`config.mk`:
```
export PLATFORM = sky130hd
export DESIGN_NAME = dm_axi_master
export DESIGN_NICKNAME = d
export VERILOG_FILES = /design/src/rtl/dm_axi_master.sv
export SDC_FILE = /design/constraint.sdc
export NUM_CORES = 1
export LEC_CHECK = 0
export ABC_CLOCK_PERIOD_IN_PS = 2000
export CORE_UTILIZATION = 35
export CTS_CLUSTER_SIZE = 14
export DETAILED_ROUTE_END_ITERATION = 8
export PLACE_DENSITY_LB_ADDON = 0.12
export SETUP_SLACK_MARGIN = 0.5
export SLEW_MARGIN = 20
export SYNTH_ARGS = -nofsm -noshare
export SYNTH_HDL_FRONTEND = slang
export SYNTH_SLANG_ARGS = --single-unit
```
`constraint.sdc`:
```
create_clock -name clk -period 2 [get_ports clk]
set_input_delay 0.3 -clock clk [delete_from_list [all_inputs] [get_ports clk]]
set_output_delay 0.3 -clock clk [all_outputs]
set_load 0.01 [all_outputs]
```
`src/rtl/dm_axi_master.sv`:
```
// Data-memory AXI master: turns one MEM-stage load/store into a single-beat
// AXI transaction and stalls the pipeline via DM_busy until it completes.
module dm_axi_master (
    input  logic        clk,
    input  logic        rst,
    input  logic        mem_re,
    input  logic        mem_we,
    input  logic [31:0] mem_addr,
    input  logic [31:0] mem_wdata,
    input  logic [3:0]  mem_wstrb,
    output logic [31:0] mem_rdata,
    output logic        DM_busy,
    output logic [31:0] araddr,
    output logic        arvalid,
    input  logic        arready,
    input  logic [31:0] rdata,
    input  logic [1:0]  rresp,
    input  logic        rvalid,
    output logic        rready,
    output logic [31:0] awaddr,
    output logic        awvalid,
    input  logic        awready,
    output logic [31:0] wdata,
    output logic [3:0]  wstrb,
    output logic        wvalid,
    input  logic        wready,
    input  logic [1:0]  bresp,
    input  logic        bvalid,
    output logic        bready
);

    localparam logic [2:0] IDLE    = 3'd0;
    localparam logic [2:0] RD_ADDR = 3'd1;
    localparam logic [2:0] RD_DATA = 3'd2;
    localparam logic [2:0] WR_REQ  = 3'd3;
    localparam logic [2:0] WR_RESP = 3'd4;
    localparam logic [2:0] DONE    = 3'd5;

    logic [2:0]  state;
    logic [31:0] addr_q;
    logic [31:0] wdata_q;
    logic [3:0]  wstrb_q;
    logic        aw_done;
    logic        w_done;
    logic        aw_hs;
    logic        w_hs;

    // Error responses complete like OKAY, so the resp codes are not consumed.
    logic unused_resp;
    assign unused_resp = ^{rresp, bresp};

    // Valids/readies decode from registered state only: no ready->valid path.
    assign arvalid = (state == RD_ADDR);
    assign rready  = (state == RD_DATA);
    assign awvalid = (state == WR_REQ) && !aw_done;
    assign wvalid  = (state == WR_REQ) && !w_done;
    assign bready  = (state == WR_RESP);

    assign araddr = addr_q;
    assign awaddr = addr_q;
    assign wdata  = wdata_q;
    assign wstrb  = wstrb_q;

    assign aw_hs = awvalid && awready;
    assign w_hs  = wvalid && wready;

    assign DM_busy = ((state != IDLE) && (state != DONE)) ||
                     ((state == IDLE) && (mem_re || mem_we));

    always_ff @(posedge clk) begin
        if (rst) begin
            state     <= IDLE;
            addr_q    <= 32'h0;
            wdata_q   <= 32'h0;
            wstrb_q   <= 4'h0;
            aw_done   <= 1'b0;
            w_done    <= 1'b0;
            mem_rdata <= 32'h0;
        end else begin
            case (state)
                IDLE: begin
                    if (mem_re || mem_we) begin
                        addr_q  <= mem_addr;
                        wdata_q <= mem_wdata;
                        wstrb_q <= mem_wstrb;
                        // A simultaneous store request is dropped.
                        state   <= mem_re ? RD_ADDR : WR_REQ;
                    end
                end
                RD_ADDR: begin
                    if (arready) state <= RD_DATA;
                end
                RD_DATA: begin
                    if (rvalid) begin
                        mem_rdata <= rdata;
                        state     <= DONE;
                    end
                end
                WR_REQ: begin
                    if ((aw_done || aw_hs) && (w_done || w_hs)) begin
                        aw_done <= 1'b0;
                        w_done  <= 1'b0;
                        state   <= WR_RESP;
                    end else begin
                        if (aw_hs) aw_done <= 1'b1;
                        if (w_hs)  w_done  <= 1'b1;
                    end
                end
                WR_RESP: begin
                    if (bvalid) state <= DONE;
                end
                DONE: state <= IDLE;
                default: state <= IDLE;
            endcase
        end
    end

endmodule

```
# Yosys cells after proc, flatten, opt, wreduce, memory -nomap -nowiden
# Index checks and enable logic that the tools add are counted.
word_totals:
  register_bits: 105
  latch_bits: 0
  mem_bits_rw: 0
  romBits: 0
  inputBits: 113
  output_inout_bits: 138
  word_cells: 50
  mem_count: 0
classes:
  addsub: 0
  multipliers: 0
  n_div: 0
  order_cmp: 0
  n_eq_ne: 10
  shifts: 0
  muxes: 11
  n_bitwise: 0
  reduce_logical: 22
op_table:
  columns: ["op", "n"]
  rows:
  - ["$mux W3", 5]
  - ["$pmux W3 S5", 1]
  - ["$reduce_and A2 Y1", 4]
  - ["$logic_and A1 B1 Y1", 7]
  - ["$eq A3 B2 Y1 const B", 2]
  - ["$ne A2 B1 Y1 const B", 3]
  - ["$reduce_and A5 Y1", 1]
  - ["$logic_or A1 B1 Y1", 4]
  - ["$mux W1", 4]
  - ["$ne A2 B2 Y1 const B", 2]
  - ["$reduce_bool A2 Y1", 2]
  - ["$eq A3 B1 Y1 const B", 1]
  - ["$eq A3 B3 Y1 const B", 1]
  - ["$logic_not A3 Y1", 1]
  - ["$ne A3 B3 Y1 const B", 1]
  - ["$reduce_bool A3 Y1", 1]
  - ["$logic_not A1 Y1", 2]
  - ["$mux W2", 1]

# Longest topological paths before layout
# Gate-level depths: netlist of the first run.
depth:
  depth_word: 7
  ltp_mapped: 7
  mapped_depth_nobuf: 4

# Least setup slack after synthesis of the first run
# OpenSTA, ideal clock, no wires.
synth_timing:
  path_kind: "reg2reg"
  start: "register state[1]"
  end: "register addr_q[10], in the netlist araddr[10]"
  setup_ns: 0.132
  arrival_time_ns: 1.410
  required_time_ns: 1.868
  path_slack_ns: 0.458
  stages_incl_launch_ff: 8
  path_buffers: 4
  period_less_slack_ns: 1.542
  path_cell_list: "dfxtp_1 > buf_2 > or4_1 > clkbuf_1 > buf_6 > buf_6 > nand2_1 > a21oi_1"
synth_between:
  elab_chain_cells: 2
synth_lines:
  columns: ["item", "line", "text"]
  rows:
  - ["start: declaration", "39", "logic [2:0] state;"]
  - ["start signal: assignment", "87", "state <= mem_re ? RD_ADDR : WR_REQ;"]
  - ["$logic_not A3 Y1", "80", "case (state)"]
  - ["$reduce_and A2 Y1 (no line)", null, null]
  - ["end signal: assignment", "83", "addr_q <= mem_addr;"]
  - ["end: declaration", "40", "logic [31:0] addr_q;"]
# No other way between the ends.
# A chain may end at the register's enable or synchronous reset.

# Worst setup path after layout of the first run
layout_timing:
  start: "register state[2]"
  end: "register addr_q[3], in the netlist araddr[3]"
# Same word-level chain as after synthesis.

==> metrics.cfg, run 1 <==
[power_and_ir_drop]
clkPwrFrac=0.202
finalPower_uw=8480
vdd_drop_max_mv=1.03
switching_share=0.374
p_sw_uw=3170
p_per_area_nw_per_um2=1240
leakagePower_uw=0.00317
internal-power_uw=5310
pwr-share-comb=0.449
share_seq_of_total_power=0.349

[worst_setup_path]
critical_path_class=register to register
cpLargestDelayFamily=simple AND/OR/NAND/NOR gates
end_kind=register
crit-reg2reg-launch=state[2]$_SDFFE_PP0P_
required_ns=2.21
path_cells=buf_4 -> or4_4 -> buf_12 -> nand2_1 -> a21oi_1
reg2reg_depth=5
crit_buf_inv=2
cp_max_fo=34
r2r_end=araddr[3]$_SDFFE_PP0P_
crit_path_top_delay_cell=or4_4
worstPathArrival_ns=1.77
worstSetupStartpointType=register
path_depth=5
max_stage_delay_ns=0.54
r2r_slack_ns=0.43

[timing]
timing.final.ws_setup_ns=0.431
hold_viol_final=0
min_period_ns=1.57
slew_viol_final=0
period_share=0.784
tightest_slew_ns=0.353
fmax_mhz=637
relSlewSlack=0.765
setup_viol=0
clock-skew-final_ns=0.00779
rsz0062_at_grt=yes

[floorplanning]
start_util=0.365
die_width_um=109
dieArea_sq_um=11900
ios=251
core_area_sq_um=11000
fp-row-count=38
die_h_um=109

[clock_network]
cts_max_path_buffers=2
cts.sinks=105
cts_tree=yes
htree_num_levels=3
clk_pin_slew_ns=0.07
clock_latency_ns=0.33
cts_buffers=9
clockRootBuffer=clkbuf_16

[synth]
synth.most_common_cell=nand2_1
netlist_top_cells_area=dfxtp_1, nand2_1, a21oi_1
syn-instance-count=515
syn-num-nets=628
synth_seq_cells=105
synth.top_cells.by_count=nand2_1, dfxtp_1, a21oi_1
yosys_warnings=0
synth_top_area_cell=dfxtp_1
syn-cell-area_sq_um=4020
synth_top_area_share=0.523
synth_ff_type=dfxtp_1
yosysSeqAreaShare=0.523
avgSynthCellArea_sq_um=7.81
synth-async-reset-ratio=0
synth_cell_types=25
synth-edff-count=0

[route]
drcViolationCount=0
met3_wirelength_um=989
vias=4094
vias_per_cell=4.72
wl_met2_mm=6.58
wl_per_cell_um=14.8
antenna_left=0
dr.first_iter.drc_count=176
top_layer=met4
dr.pass1.iters=5
drt-met1-wl_mm=5.01
drt_wl_total_mm=12.8

[placed_design]
pre_cts_ws_ns=-0.122
placed_cell_area_sq_um=6360
dp_hpwl_mm=8.41
portBuffers=246
place_congestion=0.782

[global_route]
grt_pass1_wl_mm=18.9
grt_pass1_vias=3859
grt-ovfl-total=0
grt_max_degree=69
grt_usage=0.203
antenna_found_initial=0

[layout]
syn_to_final_growth_pct=69.5
final_area_sq_um=6820
drive_gt1_frac=0.111
antennaDiodeCount=0
fin_nets=836

[hold_path]
hold_start=rst
hp-class=input port to register
min_path_cells=2
holdPathEnd=wdata[1]$_SDFFE_PP0P_

[job]
maxCapViolCount=0

[run_status]
status=finished, final reports clean

## repair_timing
item	in CTS	in global routing
pin swaps	2	24
setup buffers	3	5
resized for setup	175	49
endpoints found under the setup margin	240	107
hold buffers	0	0
gates cloned	2	1
## registers in the layout, summed over array words and instances (netlist names)
name       flops
wstrb          4
aw_done        1
mem_rdata     32
w_done         1
wdata         32
state          3
araddr        32
## power by group through the flow
stage | registers (uW) | clock network [uW] | logic, uW
2_1_floorplan | 3160 | 0 | 1930
3_3_place_gp | 2990 | 0 | 3740
3_5_place_dp | 3030 | 0 | 3790
4_1_cts | 2960 | 1760 | 3620
5_1_grt | 3040 | 1850 | 4200
6_report | 2960 | 1710 | 3810
## how the worst max path moves through the flow
stage / from / endpoint
detailed placement: mem_re / araddr[3]$_SDFFE_PP0P_
global route: state[2]$_SDFFE_PP0P_ / DM_busy
finish: state[2]$_SDFFE_PP0P_ / araddr[3]$_SDFFE_PP0P_
global placement: mem_re / araddr[3]$_SDFFE_PP0P_
floorplan: state[0]$_SDFFE_PP0P_ / araddr[10]$_SDFFE_PP0P_
CTS: state[2]$_SDFFE_PP0P_ / wdata[4]$_SDFFE_PP0P_
## metrics by stage
stage,setup TNS [ns],hold slack [ns],cells,utilization
floorplan,0,0.436,515,-
global placement,-5.83,0.442,841,0.576
detailed placement,-6.47,0.446,841,0.576
CTS,0,0.368,862,0.598
global route,0,0.383,868,0.618
finish,0,0.371,868,0.618
## layout by cell type, fill, tap and decap left out, types with 3 or more instances in the layout
cell	count
nor3_1	3
buf_4	8
dfxtp_4	3
nand2_1	188
a21oi_2	14
nor2_1	7
dlygate4sd2_1	134
nand2_2	3
dfxtp_1	102
buf_2	5
nand2_4	11
buf_6	6
buf_12	5
clkbuf_16	10
clkdlybuf4s50_1	105
a21oi_1	90
## logic make-up (layout without fill, tap and decap cells)
group,count (synthesis),in the layout,share of synthesized area
buffers and inverters,72,285,0.109
AND/OR/NAND/NOR,227,227,0.226
flip-flops,105,105,0.523
AO/OA/AOI/OAI,111,111,0.142
## metal layers
layer	vias up	global-route usage
met4	0	0.0743
li1	2039	-
met2	163	0.367
met3	14	0.0514
met1	1878	0.228
met5	-	0
## final cells by class
| class | count | area, sq um |
|---|---|---|
| fillers | 986 | 4210 |
| flip-flops and latches | 105 | 2110 |
| well taps | 140 | 175 |
| clock buffers | 12 | 256 |
| clock inverters | 4 | 35.0 |
| multi-input cells | 338 | 1670 |
| inverters | 3 | 11.3 |
| repair buffers | 266 | 2560 |
No activity file was read; power rests on OpenSTA's default activity.
==> run 2, diff against run 1 <==
--- a/config.mk
+++ b/config.mk
@@ -5,8 +5,8 @@
 export SDC_FILE = /design/constraint.sdc
 export NUM_CORES = 1
 export LEC_CHECK = 0
-export ABC_CLOCK_PERIOD_IN_PS = 2000
-export CORE_UTILIZATION = 35
+export ABC_CLOCK_PERIOD_IN_PS = 1400
+export CORE_UTILIZATION = 33
 export CTS_CLUSTER_SIZE = 14
 export DETAILED_ROUTE_END_ITERATION = 8
 export PLACE_DENSITY_LB_ADDON = 0.12
==> constraint.sdc (replaced) <==
create_clock -name clk -period 1.4 [get_ports clk]
set_input_delay 0.21 -clock clk [delete_from_list [all_inputs] [get_ports clk]]
set_output_delay 0.21 -clock clk [all_outputs]
set_load 0.01 [all_outputs]
==> metrics.cfg, run 2 (synthesized netlist as in run 1, its figures left out) <==
[floorplanning]
core_area_sq_um=11700
die_width_um=112
die_h_um=112
start_util=0.345
fp-row-count=39
ios=251
dieArea_sq_um=12600

[clock_network]
clockRootBuffer=clkbuf_16
cts_tree=yes
cts_max_path_buffers=2
cts.sinks=105
cts_buffers=9
clock_latency_ns=0.34
htree_num_levels=3
clk_pin_slew_ns=0.07

[route]
wl_per_cell_um=15.1
dr.first_iter.drc_count=210
dr.pass1.iters=6
drcViolationCount=0
vias_per_cell=4.70
drt_wl_total_mm=14.0
vias=4355
antenna_left=0

[placed_design]
dp_hpwl_mm=8.84
placed_cell_area_sq_um=6530
portBuffers=246
place_congestion=0.789
pre_cts_ws_ns=-0.609

[timing]
period_share=1.08
rsz0062_at_grt=yes
hold_viol_final=0
clock-skew-final_ns=0.00486
slew_viol_final=0
fmax_mhz=663
min_period_ns=1.51
timing.final.ws_setup_ns=-0.107
tightest_slew_ns=0.429
relSlewSlack=0.714
setup_viol=107

[power_and_ir_drop]
switching_share=0.339
p_per_area_nw_per_um2=1900
vdd_drop_max_mv=1.02
share_seq_of_total_power=0.306
internal-power_uw=9950
leakagePower_uw=0.00332
clkPwrFrac=0.177
p_sw_uw=5090
pwr-share-comb=0.517

[worst_setup_path]
required_ns=1.67
cp_max_fo=7
critical_path_class=register to register
worstSetupStartpointType=register
r2r_slack_ns=-0.11
worstPathArrival_ns=1.78
end_kind=register

[global_route]
grt-ovfl-total=0
grt_max_degree=39
grt_pass1_wl_mm=21.0
antenna_found_initial=0
grt_usage=0.213
grt_pass1_vias=4242

[run_status]
violations=negative setup slack
status=finished with violations

[layout]
layout_commonest_cell=nand2_1
final_area_sq_um=7920
fin_nets=891
antennaDiodeCount=0
drive_gt1_frac=0.469
syn_to_final_growth_pct=97.0
final_cell_mix=nand2_1, buf_6, clkdlybuf4s50_1

[job]
maxCapViolCount=0

[hold_path]
hp-class=input port to register

## run 2: changes by cell type in the layout (fill, tap and decap cells not counted), moves of 3 or more
cell           change
dfxtp_1          -100
nand2_1            +7
buf_6            +153
dlygate4sd2_1    -132
buf_12             +3
dfxtp_2           +94
buf_4             +28
nand2_4            -9
dfxtp_4            +6
buf_2              -3
## run 2: cell type report
cell class | count | area [sq um]
tap | 143 | 179
multi-input combinational | 338 | 1630
sequential | 105 | 2250
inverter | 3 | 11.3
timing repair buffer | 321 | 3540
clock buffer | 11 | 233
clock inverter | 5 | 80.1
fill | 926 | 3740
## run 2: path summary, 6_finish.rpt
| kind | cells past startpoint | end | start |
|---|---|---|---|
| worst max-delay path | 5 | state[0]$_SDFFE_PP0P_ | state[2]$_SDFFE_PP0P_ |
| worst min-delay path | 2 | state[2]$_SDFFE_PP0P_ | rst |
| worst max register to register | 5 | state[0]$_SDFFE_PP0P_ | state[2]$_SDFFE_PP0P_ |
| worst min register to register | 2 | mem_rdata[5]$_SDFFE_PP0P_ | mem_rdata[5]$_SDFFE_PP0P_ |
## run 2: layer usage
layer,vias up,track usage,wire length (um)
met5,-,0,0
met4,0,0.0978,340
met3,19,0.0545,888
met2,164,0.388,7270
met1,2028,0.231,5530
li1,2144,-,-
## run 2: power by group through the flow
stage | registers (uW) | clock network (uW) | logic (uW)
4_1_cts | 4580 | 2730 | 7220
3_5_place_dp | 4300 | 0 | 5830
5_1_grt | 4690 | 2830 | 8320
3_3_place_gp | 4260 | 0 | 5720
6_report | 4600 | 2670 | 7770
2_1_floorplan | 4530 | 0 | 2800
## run 2: worst max-delay path: stages (launching register included)
cell and delay, ns:
dfxtp_4 0.38, buf_12 0.14, nor3b_1 0.13, o31a_1 0.30, or3b_1 0.36, a21oi_1 0.13
## run 2: what timing repair did
| item | in CTS | in global routing |
|---|---|---|
| setup endpoints to repair | 243 | 243 |
| pin swaps | 19 | 10 |
| resized for setup | 848 | 18 |
| buffers inserted | 28 | 13 |
| cloned | 6 | 4 |
| hold buffers | 0 | 0 |
| hold endpoints to repair | 0 | 0 |
## run 2: through the flow
step / hold WS (ns) / power (uW) / std cells / util / setup TNS [ns]
floorplan: 0.346 / 7330 / 515 / - / -1.85
global placement: 0.437 / 9980 / 859 / 0.559 / -42.52
detailed placement: 0.446 / 10100 / 859 / 0.559 / -43.60
CTS: 0.283 / 14500 / 909 / 0.660 / -6.47
global route: 0.318 / 15800 / 926 / 0.679 / -12.68
finish: 0.293 / 15000 / 926 / 0.679 / -6.68
==> run 3, diff against run 2 <==
--- a/config.mk
+++ b/config.mk
@@ -11,7 +11,7 @@
 export DETAILED_ROUTE_END_ITERATION = 8
 export PLACE_DENSITY_LB_ADDON = 0.12
 export SETUP_SLACK_MARGIN = 0.5
-export SLEW_MARGIN = 20
+export SLEW_MARGIN = 25
 export SYNTH_ARGS = -nofsm -noshare
 export SYNTH_HDL_FRONTEND = slang
 export SYNTH_SLANG_ARGS = --single-unit
==> results of run 3 <==
No change in the layout: final DEF, timing and power equal those of run 2.
